[src/rtl/fb_arbiter_if.sv]
// Bus bundle for the framebuffer arbiter: VGA prefetch port, CPU port and the
// shared framebuffer memory port. The arbiter uses the slave view; the
// surrounding system (requesters and memory) uses the master view.
interface fb_arbiter_if;
  // VGA prefetch read port
  logic        vga_access;
  logic [15:0] vga_address;
  logic        vga_ack;
  logic [15:0] vga_data;
  // CPU read/write port
  logic        cpu_access;
  logic [15:0] cpu_address;
  logic        cpu_wr_en;
  logic [1:0]  cpu_bytesel;
  logic [15:0] cpu_wr_data;
  logic        cpu_ack;
  logic [15:0] cpu_data;
  // Framebuffer memory port
  logic        mem_access;
  logic [15:0] mem_address;
  logic        mem_wr_en;
  logic [1:0]  mem_bytesel;
  logic [15:0] mem_wr_data;
  logic        mem_ack;
  logic [15:0] mem_data;

  modport master (
    output vga_access, vga_address,
    input  vga_ack, vga_data,
    output cpu_access, cpu_address, cpu_wr_en, cpu_bytesel, cpu_wr_data,
    input  cpu_ack, cpu_data,
    input  mem_access, mem_address, mem_wr_en, mem_bytesel, mem_wr_data,
    output mem_ack, mem_data
  );

  modport slave (
    input  vga_access, vga_address,
    output vga_ack, vga_data,
    input  cpu_access, cpu_address, cpu_wr_en, cpu_bytesel, cpu_wr_data,
    output cpu_ack, cpu_data,
    output mem_access, mem_address, mem_wr_en, mem_bytesel, mem_wr_data,
    input  mem_ack, mem_data
  );
endinterface

[src/rtl/fb_arbiter.sv]
// Framebuffer arbiter: shares one memory port between the VGA prefetch
// engine and the CPU. VGA normally wins, but after MAX_VGA_BURST consecutive
// VGA grants made while the CPU was waiting, the CPU gets the next slot.
// One transfer at a time; the memory port drops for at least one cycle
// between transfers.
module fb_arbiter #(
  parameter int MAX_VGA_BURST = 8
) (
  input  logic        sys_clk,
  input  logic        reset,
  fb_arbiter_if.slave bus
);

  localparam int              STREAK_W    = $clog2(MAX_VGA_BURST + 1);
  localparam logic [STREAK_W-1:0] BURST_LIMIT = STREAK_W'(MAX_VGA_BURST);

  localparam logic [1:0] ST_IDLE     = 2'd0;
  localparam logic [1:0] ST_VGA_XFER = 2'd1;
  localparam logic [1:0] ST_CPU_XFER = 2'd2;

  logic [1:0]          r_state;
  logic [STREAK_W-1:0] r_streak;
  logic                r_mem_access;
  logic [15:0]         r_mem_address;
  logic                r_mem_wr_en;
  logic [1:0]          r_mem_bytesel;
  logic [15:0]         r_mem_wr_data;

  logic                w_streak_full;
  logic                w_grant_vga;
  logic                w_grant_cpu;
  logic [STREAK_W-1:0] w_streak_next_vga;
  logic                w_vga_ack;
  logic                w_cpu_ack;

  // Grant decision for an IDLE cycle and the streak value a VGA grant leaves behind
  always_comb begin
    w_streak_full = (r_streak == BURST_LIMIT);
    w_grant_vga   = bus.vga_access & ~(bus.cpu_access & w_streak_full);
    w_grant_cpu   = bus.cpu_access & ~w_grant_vga;
    if (!bus.cpu_access) begin
      w_streak_next_vga = '0;
    end else if (w_streak_full) begin
      w_streak_next_vga = BURST_LIMIT;
    end else begin
      w_streak_next_vga = r_streak + STREAK_W'(1);
    end
  end

  // Completion pulses follow the memory ack of the owning transfer; suppressed in reset
  always_comb begin
    w_vga_ack = bus.mem_ack & (r_state == ST_VGA_XFER) & ~reset;
    w_cpu_ack = bus.mem_ack & (r_state == ST_CPU_XFER) & ~reset;
  end

  // Arbitration FSM: latch the winner's request on a grant, hold it until mem_ack
  always_ff @(posedge sys_clk) begin
    if (reset) begin
      r_state       <= ST_IDLE;
      r_streak      <= '0;
      r_mem_access  <= 1'b0;
      r_mem_address <= 16'h0000;
      r_mem_wr_en   <= 1'b0;
      r_mem_bytesel <= 2'b00;
      r_mem_wr_data <= 16'h0000;
    end else begin
      case (r_state)
        ST_IDLE: begin
          if (w_grant_vga) begin
            r_state       <= ST_VGA_XFER;
            r_streak      <= w_streak_next_vga;
            r_mem_access  <= 1'b1;
            r_mem_address <= bus.vga_address;
            r_mem_wr_en   <= 1'b0;
            r_mem_bytesel <= 2'b11;
            r_mem_wr_data <= 16'h0000;
          end else if (w_grant_cpu) begin
            r_state       <= ST_CPU_XFER;
            r_streak      <= '0;
            r_mem_access  <= 1'b1;
            r_mem_address <= bus.cpu_address;
            r_mem_wr_en   <= bus.cpu_wr_en;
            r_mem_bytesel <= bus.cpu_bytesel;
            r_mem_wr_data <= bus.cpu_wr_data;
          end else begin
            r_state      <= ST_IDLE;
            r_mem_access <= 1'b0;
          end
        end
        ST_VGA_XFER, ST_CPU_XFER: begin
          // Requester inputs are ignored here so an in-flight transfer is never disturbed
          if (bus.mem_ack) begin
            r_state      <= ST_IDLE;
            r_mem_access <= 1'b0;
          end else begin
            r_state      <= r_state;
            r_mem_access <= 1'b1;
          end
        end
        default: begin
          r_state      <= ST_IDLE;
          r_mem_access <= 1'b0;
        end
      endcase
    end
  end

  assign bus.mem_access  = r_mem_access;
  assign bus.mem_address = r_mem_address;
  assign bus.mem_wr_en   = r_mem_wr_en;
  assign bus.mem_bytesel = r_mem_bytesel;
  assign bus.mem_wr_data = r_mem_wr_data;
  assign bus.vga_ack     = w_vga_ack;
  assign bus.cpu_ack     = w_cpu_ack;
  assign bus.vga_data    = bus.mem_data;
  assign bus.cpu_data    = bus.mem_data;

endmodule

[src/flat_wrapper.sv]
// flat-port wrapper written by rule: the top's interface ports become plain ports
module fb_arbiter_flat 
#(
  parameter int MAX_VGA_BURST = 8
)
  (sys_clk, reset, bus_vga_access, bus_vga_address, bus_vga_ack, bus_vga_data, bus_cpu_access, bus_cpu_address, bus_cpu_wr_en, bus_cpu_bytesel, bus_cpu_wr_data, bus_cpu_ack, bus_cpu_data, bus_mem_access, bus_mem_address, bus_mem_wr_en, bus_mem_bytesel, bus_mem_wr_data, bus_mem_ack, bus_mem_data);
  fb_arbiter_if bus_i ();
  input  logic sys_clk;
  input  logic reset;
  input wire logic [$bits(bus_i.vga_access)-1:0] bus_vga_access;
  input wire logic [$bits(bus_i.vga_address)-1:0] bus_vga_address;
  output wire logic [$bits(bus_i.vga_ack)-1:0] bus_vga_ack;
  output wire logic [$bits(bus_i.vga_data)-1:0] bus_vga_data;
  input wire logic [$bits(bus_i.cpu_access)-1:0] bus_cpu_access;
  input wire logic [$bits(bus_i.cpu_address)-1:0] bus_cpu_address;
  input wire logic [$bits(bus_i.cpu_wr_en)-1:0] bus_cpu_wr_en;
  input wire logic [$bits(bus_i.cpu_bytesel)-1:0] bus_cpu_bytesel;
  input wire logic [$bits(bus_i.cpu_wr_data)-1:0] bus_cpu_wr_data;
  output wire logic [$bits(bus_i.cpu_ack)-1:0] bus_cpu_ack;
  output wire logic [$bits(bus_i.cpu_data)-1:0] bus_cpu_data;
  output wire logic [$bits(bus_i.mem_access)-1:0] bus_mem_access;
  output wire logic [$bits(bus_i.mem_address)-1:0] bus_mem_address;
  output wire logic [$bits(bus_i.mem_wr_en)-1:0] bus_mem_wr_en;
  output wire logic [$bits(bus_i.mem_bytesel)-1:0] bus_mem_bytesel;
  output wire logic [$bits(bus_i.mem_wr_data)-1:0] bus_mem_wr_data;
  input wire logic [$bits(bus_i.mem_ack)-1:0] bus_mem_ack;
  input wire logic [$bits(bus_i.mem_data)-1:0] bus_mem_data;
  assign bus_i.vga_access = bus_vga_access;
  assign bus_i.vga_address = bus_vga_address;
  assign bus_vga_ack = bus_i.vga_ack;
  assign bus_vga_data = bus_i.vga_data;
  assign bus_i.cpu_access = bus_cpu_access;
  assign bus_i.cpu_address = bus_cpu_address;
  assign bus_i.cpu_wr_en = bus_cpu_wr_en;
  assign bus_i.cpu_bytesel = bus_cpu_bytesel;
  assign bus_i.cpu_wr_data = bus_cpu_wr_data;
  assign bus_cpu_ack = bus_i.cpu_ack;
  assign bus_cpu_data = bus_i.cpu_data;
  assign bus_mem_access = bus_i.mem_access;
  assign bus_mem_address = bus_i.mem_address;
  assign bus_mem_wr_en = bus_i.mem_wr_en;
  assign bus_mem_bytesel = bus_i.mem_bytesel;
  assign bus_mem_wr_data = bus_i.mem_wr_data;
  assign bus_i.mem_ack = bus_mem_ack;
  assign bus_i.mem_data = bus_mem_data;
  fb_arbiter #(.MAX_VGA_BURST(MAX_VGA_BURST)) u_core (.sys_clk(sys_clk), .reset(reset), .bus(bus_i));
endmodule
[config.mk]
export PLATFORM = sky130hd
export DESIGN_NAME = fb_arbiter_flat
export DESIGN_NICKNAME = d
export VERILOG_FILES = /design/src/rtl/fb_arbiter_if.sv /design/src/rtl/fb_arbiter.sv /design/src/flat_wrapper.sv
export SDC_FILE = /design/constraint.sdc
export NUM_CORES = 1
export LEC_CHECK = 0
export BUFFER_PORTS_ARGS = -buffer_cell sky130_fd_sc_hd__buf_2
export CAP_MARGIN = 0
export CORE_MARGIN = 2
export CORE_UTILIZATION = 46
export DETAILED_ROUTE_END_ITERATION = 10
export PLACE_DENSITY_LB_ADDON = 0.25
export REMOVE_ABC_BUFFERS = 1
export SLEW_MARGIN = 20
export SYNTH_ARGS = -nofsm -noshare
export SYNTH_HDL_FRONTEND = slang
export SYNTH_SLANG_ARGS = --single-unit
[constraint.sdc]
create_clock -name sys_clk -period 2.52 [get_ports sys_clk]
set_input_delay 0.378 -clock sys_clk [delete_from_list [all_inputs] [get_ports sys_clk]]
set_output_delay 0.378 -clock sys_clk [all_outputs]
set_load 0.005 [all_outputs]
==> results of run 1 <==
power breakdown:
group          internal (mW)  switching [mW]  total (mW)
Clock                  0.296           0.233       0.529
Combinational          0.140           0.168       0.308
Sequential             0.717          0.0257       0.742
final cells by class:
class	instances	share of cell area, %
sequential	42	31.97
clock inverter	2	1.427
inverter	5	0.7136
tap	67	3.187
multi-input combinational	159	40.15
timing repair buffer	97	19.79
clock buffer	6	2.759
cell usage in the layout, fill, tap and decap left out, types with 6 or more instances in the layout:
cell      count
a21oi_1      21
nand3_1      18
nor2_1       21
a311oi_2     10
ha_1          6
buf_2        93
a311oi_1      6
o211ai_1     17
o21ai_2      11
dfxtp_1      42
nand2_1      22
kinds of logic (layout without fill, tap and decap cells):
group | after synthesis | in the layout | synth area share (%)
adder cells (fa/ha/maj) | 6 | 6 | 3.297
AO/OA/AOI/OAI | 79 | 79 | 27.09
AND/OR/NAND/NOR | 74 | 74 | 15.77
flip-flops | 42 | 42 | 36.92
buffers and inverters | 60 | 110 | 16.92
through the flow:
step	std cells	setup slack, ns
floorplan	206	0.4396
global placement	370	0.6599
detailed placement	370	0.6082
CTS	378	0.6248
global route	378	0.4179
finish	378	0.6140
registers in the layout, indices dropped and copies added (netlist names):
name,count
u_core.bus.mem_address,16
u_core.bus.mem_wr_data,16
u_core.r_streak,4
u_core.bus.mem_bytesel,2
u_core.r_state,2
u_core.bus.mem_access,1
u_core.bus.mem_wr_en,1
per-layer routing:
layer	routed length, um	GRT usage, %	vias to the layer above	share of wire (%)
li1	-	-	1003	-
met1	2841	29.13	931	47
met2	2415	30.09	92	40
met3	640	10.84	9	11
met4	46	5.159	2	0.77
met5	44	6.481	-	0.73
worst max-delay path: stages (launching register included):
cell and delay (ns):
dfxtp_1 0.34, inv_1 0.08, ha_1 0.21, and4b_1 0.58, buf_12 0.25, o21ai_0 0.09
a311oi_1 0.26
final timing paths:
check / end / slack [ns] / depth (start not counted)
min reg2reg: u_core.bus.mem_wr_data[0] / 0.45 / 2
max reg2reg: u_core.bus.mem_address[15] / 0.61 / 6
max: u_core.bus.mem_address[15] / 0.61 / 6
min: u_core.bus.mem_wr_data[7] / 0.35 / 3
==> results.tsv, run 1 <==
metric	value	unit
core_region_area	4755	sq um
syn_to_final_growth	15.49	%
finish.instance_area	2630	sq um
synth.avg_cell_area	8.725	sq um
multi_input_comb_area	1056	sq um
p_leak	1.139	nW
end_kind	flop	
rr_startpoint	u_core.r_streak[0]	
power	1.579	mW
synthesis.area	2277	sq um
gp_congestion	0.7229	
avgRoutedWirePerCell	15.84	um
fp.dieArea	5529	sq um
final_util	55.32	%
ys_seq_area_share	36.92	%
grtUsageTotal	21.54	%
nNetsFinal	388	
nFillCells	479	
cp-start-kind	flop	
ys_types	33	
yosysWarnings	0	
cts.path.max_buffers	2	
rows	25	
required	2.73	ns
grt_max_degree	39	
die_h	74.36	um
dr.pass1.iters	4	
fmax	524.7	MHz
yosysMostFrequentCell	dfxtp_1	
remaining_drc_errors	0	
ys_ff_latch	42	
post_cts_buffers	0	
numCtsBuffers	5	
finalHoldViolations	0	
yosys_most_used_dff	dfxtp_1	
vias_per_cell	5.389	
path_clk_slew	0.08	ns
drive_gt1_share	40.84	%
cap_viol_max_count	0	
clock_skew	0.008038	ns
grt_first_pass_wirelength	9121	um
postRouteWirelength	5987	um
io_pins	142	
fp.dieW	74.36	um
synth_area_leader_cell	dfxtp_1	
crit_fanout	23	
antennaDiodeCount	0	
drt_iter0_drc	73	
cts_num_sinks	42	
fin_tns_setup	0	ns
overflow	0	
dp_hpwl	4230	um
worst-setup-path-type	flop to flop	
regArea	840.8	sq um
hp-start	bus_cpu_wr_data[7]	
finalSetupViolCount	0	
port_buffers	93	
grt_antenna_before_repair	0	
grt_pass1_vias	1820	
cts-root-buf	clkbuf_8	
period_minus_slack	1.906	ns
irDropWorstVdd	0.0003803	V
synth_edf_count	0	
crit_start	u_core.r_streak[0]	
arrival	2.11	ns
async_flop_share	0	%
synth_area_leaders	dfxtp_1 (37%), buf_4 (11%), a311oi_2 (6.6%), o211ai_1 (5.6%), a21oi_1 (4.6%)	
whs	0.3456	ns
ant_nets	0	
final_max_slew_viol_count	0	
rsz0062_at_grt	false	
outcome	complete, no violations	
slew_headroom	36.02	%
route.vias.total	2037	
place_area	2520	sq um
cts_tree	done	
clk_latency	0.29	ns
ctsResizeCount	0	
worstMarginPinSlew	0.9596	ns
syn_inst	261	
fin_crit_sh	75.63	%
yosys-top-cells-count	dfxtp_1 (42), buf_4 (33), nand2_1 (22)	
hold_buffers	0	
start_util	47.89	%
cts_max_level	2	
hold_class	primary input to flop	
synth_top_area_share	36.92	%
power.density	600.4	nW/um^2
No activity file was read; power rests on OpenSTA's default activity.
==> run 2, diff against run 1 <==
--- a/config.mk
+++ b/config.mk
@@ -8,7 +8,7 @@
 export BUFFER_PORTS_ARGS = -buffer_cell sky130_fd_sc_hd__buf_2
 export CAP_MARGIN = 0
 export CORE_MARGIN = 2
-export CORE_UTILIZATION = 46
+export CORE_UTILIZATION = 39
 export DETAILED_ROUTE_END_ITERATION = 10
 export PLACE_DENSITY_LB_ADDON = 0.25
 export REMOVE_ABC_BUFFERS = 1
==> constraint.sdc (replaced) <==
create_clock -name sys_clk -period 1.6 [get_ports sys_clk]
set_input_delay 0.24 -clock sys_clk [delete_from_list [all_inputs] [get_ports sys_clk]]
set_output_delay 0.24 -clock sys_clk [all_outputs]
set_load 0.005 [all_outputs]
==> run 2 against run 1 <==
Core utilization is 5.4 points lower. Die area is 17% higher. First-iteration DRC count is 34% lower. Combinational power is 69% higher. Clock power is 20% higher. Critical path type unchanged. Highest routed layer unchanged.
==> results.tsv, run 2 (synthesized netlist as in run 1, its figures left out) <==
metric	value	unit	change
fin_ws	0.1086	ns	-0.5054 ns
overflow	0		unchanged
critical_path.top_delay_family	flip-flops		
cap_viol_max_count	0		unchanged
route.vias.total	2084		+2.3%
gp_congestion	0.8392		+16%
grt_first_pass_wirelength	9742	um	+6.8%
top_layer	met5		
cts.path.max_buffers	2		unchanged
hp-start	bus_cpu_wr_data[15]		
drive_gt1_share	44.72	%	+3.9 points
postRouteWirelength	6306	um	+5.3%
fin_tns_setup	0	ns	unchanged
hold_depth	3		unchanged
dr.pass1.iters	6		+2
cts_tree	done		
slowest_stage	dfxtp_2		
fmax	670.5	MHz	+28%
cp.depth	7		+1
period_minus_slack	1.491	ns	-0.4146 ns
cp_cell_sequence	inv_2 > ha_4 > and4b_2 > buf_8 > buf_12 > o21ai_2 > a311oi_2		
worstMarginPinSlew	0.3475	ns	-0.6122 ns
r2r_slack	0.11	ns	-0.51 ns
dp.cells	382		+3.2%
final_cells	394		+4.2%
power	2.326	mW	+47%
regArea	843.3	sq um	+0.30%
finalSetupViolCount	0		unchanged
cp-start-kind	flop		
ant_nets	0		unchanged
vias_per_cell	5.289		-1.8%
slew_headroom	76.84	%	+41 points
grt_pass1_vias	1959		+7.6%
worst-setup-path-type	flop to flop		
avgRoutedWirePerCell	16.01	um	+1.1%
remaining_drc_errors	0		unchanged
min_to	u_core.bus.mem_wr_data[15]		
cts_max_level	2		unchanged
arrival	1.70	ns	-0.41 ns
io_pins	142		unchanged
fp.dieW	80.41	um	+8.1%
grtUsageTotal	19.69	%	-1.9 points
required	1.81	ns	-0.92 ns
final_util	49.90	%	-5.4 points
r2r_end	u_core.bus.mem_address[7]		
end_kind	flop		
outcome	complete, no violations		
rsz0062_at_grt	false		
grt_antenna_before_repair	0		unchanged
clock_skew	0.008381	ns	+0.0003435 ns
path_clk_slew	0.08	ns	about the same
multi_input_comb_area	1072	sq um	+1.5%
syn_to_final_growth	22.14	%	
cts_num_sinks	42		unchanged
ff2ff_path_depth	7		+1
hold_class	primary input to flop		
pre_cts_ws	0.04485	ns	-0.5633 ns
irDropWorstVdd	0.0003927	V	+3.3%
met3_length	657	um	+2.7%
antennaDiodeCount	0		unchanged
grt_max_degree	37		-5.1%
start_util	40.85	%	-7.0 points
wl_met2	2697	um	+12%
cts-root-buf	clkbuf_8		
p_leak	1.212	nW	+6.4%
wl_met1	2876	um	+1.2%
drt_iter0_drc	48		-34%
nFillCells	564		+18%
dp_hpwl	4515	um	+6.7%
rows	27		+8.0%
finalHoldViolations	0		unchanged
crit_buf_inv	3		+1
most-common-layout-cells	buf_2 (93), dfxtp_1 (40), nand2_1 (22)		
fin_crit_sh	93.21	%	+18 points
fp.dieArea	6466	sq um	+17%
critPathMaxStageDelay	0.34	ns	-0.24 ns
numCtsBuffers	5		unchanged
final_max_slew_viol_count	0		unchanged
crit_fanout	7		-70%
rr_startpoint	u_core.r_streak[1]		
port_buffers	93		unchanged
die_h	80.41	um	+8.1%
final_common_cell	buf_2		
clk_latency	0.29	ns	about the same
core_region_area	5574	sq um	+17%
nNetsFinal	400		+3.1%
power.density	836.3	nW/um^2	+39%
-- run 2: per-layer routing --
layer	vias to the layer above	global-route usage (%)
met1	959	25.66
met4	2	4.576
li1	1025	-
met3	10	9.888
met2	88	28.42
met5	-	6.364
-- run 2: timing repair --
item / 4_1_cts / 5_1_grt
setup endpoints to repair: 0 / 9
hold buffers: 0 / 0
gates resized for setup: 0 / 12
setup buffers: 0 / 4
-- run 2: tightest hold or removal path, cell delays in order --
cell and delay, ns:
buf_2 0.10, o211ai_1 0.07, a21oi_1 0.06
-- run 2: cell type report --
type,count,area share [%]
multi-input combinational,159,38.55
sequential,42,30.32
timing repair buffer,109,24.47
tap,72,3.239
clock buffer,7,2.744
inverter,5,0.6748
-- run 2: report_power, final --
| part | total, mW | internal [mW] | switching, mW |
|---|---|---|---|
| clock | 0.634 | 0.301 | 0.334 |
| sequential | 1.17 | 1.13 | 0.0420 |
| combinational | 0.520 | 0.247 | 0.274 |
-- run 2: worst max-delay path by stage --
stage                                  start                          to  slack (ns)
after floorplan            u_core.r_state[0]  u_core.bus.mem_address[10]       -0.48
after global placement    u_core.r_streak[0]  u_core.bus.mem_address[15]        0.16
after detailed placement  u_core.r_streak[0]   u_core.bus.mem_address[1]        0.04
after CTS                 u_core.r_streak[0]   u_core.bus.mem_address[1]        0.02
after global routing       u_core.r_state[1]   u_core.bus.mem_address[1]        0.02
final                     u_core.r_streak[1]   u_core.bus.mem_address[7]        0.11
-- run 2: through the flow --
stage,instance area [sq um],hold slack [ns]
floorplan,1911,0.3079
global placement,2604,0.4403
detailed placement,2604,0.4437
CTS,2680,0.2072
global route,2781,0.2137
finish,2781,0.2233
==> run 3, diff against run 2 <==
--- a/config.mk
+++ b/config.mk
@@ -7,10 +7,12 @@
 export LEC_CHECK = 0
 export BUFFER_PORTS_ARGS = -buffer_cell sky130_fd_sc_hd__buf_2
 export CAP_MARGIN = 0
+export CELL_PAD_IN_SITES_DETAIL_PLACEMENT = 1
+export CELL_PAD_IN_SITES_GLOBAL_PLACEMENT = 2
 export CORE_MARGIN = 2
-export CORE_UTILIZATION = 39
+export CORE_UTILIZATION = 20
 export DETAILED_ROUTE_END_ITERATION = 10
-export PLACE_DENSITY_LB_ADDON = 0.25
+export PLACE_DENSITY_LB_ADDON = 0.1
 export REMOVE_ABC_BUFFERS = 1
 export SLEW_MARGIN = 20
 export SYNTH_ARGS = -nofsm -noshare
==> run 3 against run 2 <==
Design area up 7.8%. Clock-buffer cell count did not move. Setup slack worse by 0.030 ns. Maximum frequency fell by 2.0%. Register-to-register slack got worse by 0.03 ns. Hold slack better by 0.0077 ns. Via count grew 3.4%.
==> results.tsv, run 3 (synthesized netlist as in run 1, its figures left out) <==
metric	value	unit	change
outcome	complete, no violations		
drive_gt1_share	45.65	%	+0.93 points
fin_tns_setup	0	ns	unchanged
remaining_drc_errors	0		unchanged
grt_antenna_before_repair	0		unchanged
rr_startpoint	u_core.r_streak[0]		
clock_skew	0.004534	ns	-0.003848 ns
start_util	20.73	%	-20 points
required	1.80	ns	about the same
hold_class	primary input to flop		
irDropWorstVdd	0.0003631	V	-7.5%
rows	38		+41%
period_minus_slack	1.521	ns	+0.03007 ns
avgRoutedWirePerCell	17.37	um	+8.5%
nNetsFinal	410		+2.5%
hp-start	bus_cpu_wr_en		
cts_num_sinks	42		unchanged
final_max_slew_viol_count	0		unchanged
power.density	923.3	nW/um^2	+10%
final_common_cell	buf_2		
cts-root-buf	clkbuf_16		
fmax	657.3	MHz	-2.0%
overflow	0		unchanged
min_to	u_core.bus.mem_wr_en		
crit_buf_inv	3		unchanged
vias_per_cell	4.556		-14%
r2r_slack	0.08	ns	-0.03 ns
dp.cells	457		+20%
clk_latency	0.28	ns	about the same
syn_to_final_growth	31.65	%	
cp_cell_sequence	inv_1 > ha_2 > and4b_2 > buf_4 > clkbuf_16 > o21ai_2 > a311oi_2		
antennaDiodeCount	0		unchanged
cap_viol_max_count	0		unchanged
r2r_end	u_core.bus.mem_address[12]		
cts_max_level	2		unchanged
fin_crit_sh	95.09	%	+1.9 points
most-common-layout-cells	buf_2 (93), dfxtp_1 (42), nand2_1 (22)		
dr.pass1.iters	4		-2
core_region_area	10980	sq um	+97%
p_leak	1.298	nW	+7.1%
grt_pass1_vias	2299		+17%
gp_congestion	0.6496		-23%
ff2ff_path_depth	7		unchanged
drt_iter0_drc	70		+46%
route.vias.total	2155		+3.4%
critPathMaxStageDelay	0.31	ns	-0.03 ns
arrival	1.72	ns	+0.02 ns
ant_nets	0		unchanged
cts_tree	done		
slowest_stage	dfxtp_1		
fp.dieW	110.7	um	+38%
worst-setup-path-type	flop to flop		
slew_headroom	67.51	%	-9.3 points
io_pins	142		unchanged
grt_max_degree	34		-8.1%
cp-start-kind	flop		
cts.path.max_buffers	2		unchanged
port_buffers	93		unchanged
rsz0062_at_grt	true		
worstMarginPinSlew	0.4873	ns	+0.1398 ns
dp_hpwl	5895	um	+31%
path_clk_slew	0.06	ns	-0.02 ns
fp.dieArea	12260	sq um	+90%
crit_fanout	11		+4
grtUsageTotal	13.05	%	-6.6 points
final_util	27.30	%	-23 points
hold_depth	3		unchanged
grt_first_pass_wirelength	12870	um	+32%
numCtsBuffers	5		unchanged
postRouteWirelength	8217	um	+30%
critical_path.top_delay_family	buffers and inverters		
die_h	110.7	um	+38%
end_kind	flop		
finalHoldViolations	0		unchanged
final_cells	473		+20%
finalSetupViolCount	0		unchanged
hold_buffers	0		unchanged
run 3: what timing repair did:
| action | in CTS | in global routing |
|---|---|---|
| gates resized for setup | 0 | 2 |
| setup buffers | 0 | 7 |
| endpoints found under the setup margin | 0 | 4 |
run 3: layout make-up:
class	count	area, sq um
well taps	140	175.2
fillers	1312	7985
multi-input cells	159	1062
clock inverters	1	5.005
repair buffers	119	753.2
clock buffers	7	142.6
flip-flops and latches	42	840.8
inverters	5	18.77
run 3: layer usage:
metal  track usage (%)  up-vias  part of all wire, %
met5             2.083        -                 0.32
met4             1.500        2                 0.28
met3             5.905        4                  7.7
met2             20.86       80                   45
met1             16.55     1020                   46
li1                  -     1049                    -
run 3: stage by stage:
| step | hold WS, ns | power, mW | cell area, sq um | setup slack (ns) |
|---|---|---|---|---|
| 2_1_floorplan | 0.3079 | 1.439 | 1911 | -0.4804 |
| 3_3_place_gp | 0.4416 | 1.768 | 2768 | 0.1156 |
| 3_5_place_dp | 0.4468 | 1.773 | 2768 | 0.09452 |
| 4_1_cts | 0.2179 | 2.850 | 2915 | 0.07705 |
| 5_1_grt | 0.2310 | 2.962 | 2998 | -0.005917 |
| 6_report | 0.2309 | 2.768 | 2998 | 0.07852 |
run 3: worst max-delay path by stage:
stage                                 end  depth (start not counted)  slack [ns]                from
3_5_place_dp   u_core.bus.mem_address[15]                          6        0.09  u_core.r_streak[0]
2_1_floorplan  u_core.bus.mem_address[10]                          5       -0.48   u_core.r_state[0]
5_1_grt         u_core.bus.mem_wr_data[8]                          7      -0.006  u_core.r_streak[0]
4_1_cts         u_core.bus.mem_address[1]                          6        0.08  u_core.r_streak[0]
6_report       u_core.bus.mem_address[12]                          7        0.08  u_core.r_streak[0]
3_3_place_gp    u_core.bus.mem_address[9]                          6        0.12   u_core.r_state[1]
run 3: report_power, final:
part           switching, mW  total, mW  leakage [nW]  internal [mW]
Sequential            0.0408       1.17         0.346           1.13
Clock                  0.418       1.04        0.0739          0.620
Combinational          0.297      0.559         0.878          0.262
Total                  0.756       2.77          1.30           2.01
run 3: tightest hold or removal path, delay by kind of cell:
family	cells	cell delay, ns
buffers and inverters	1	0.10
AO/OA/AOI/OAI	2	0.13
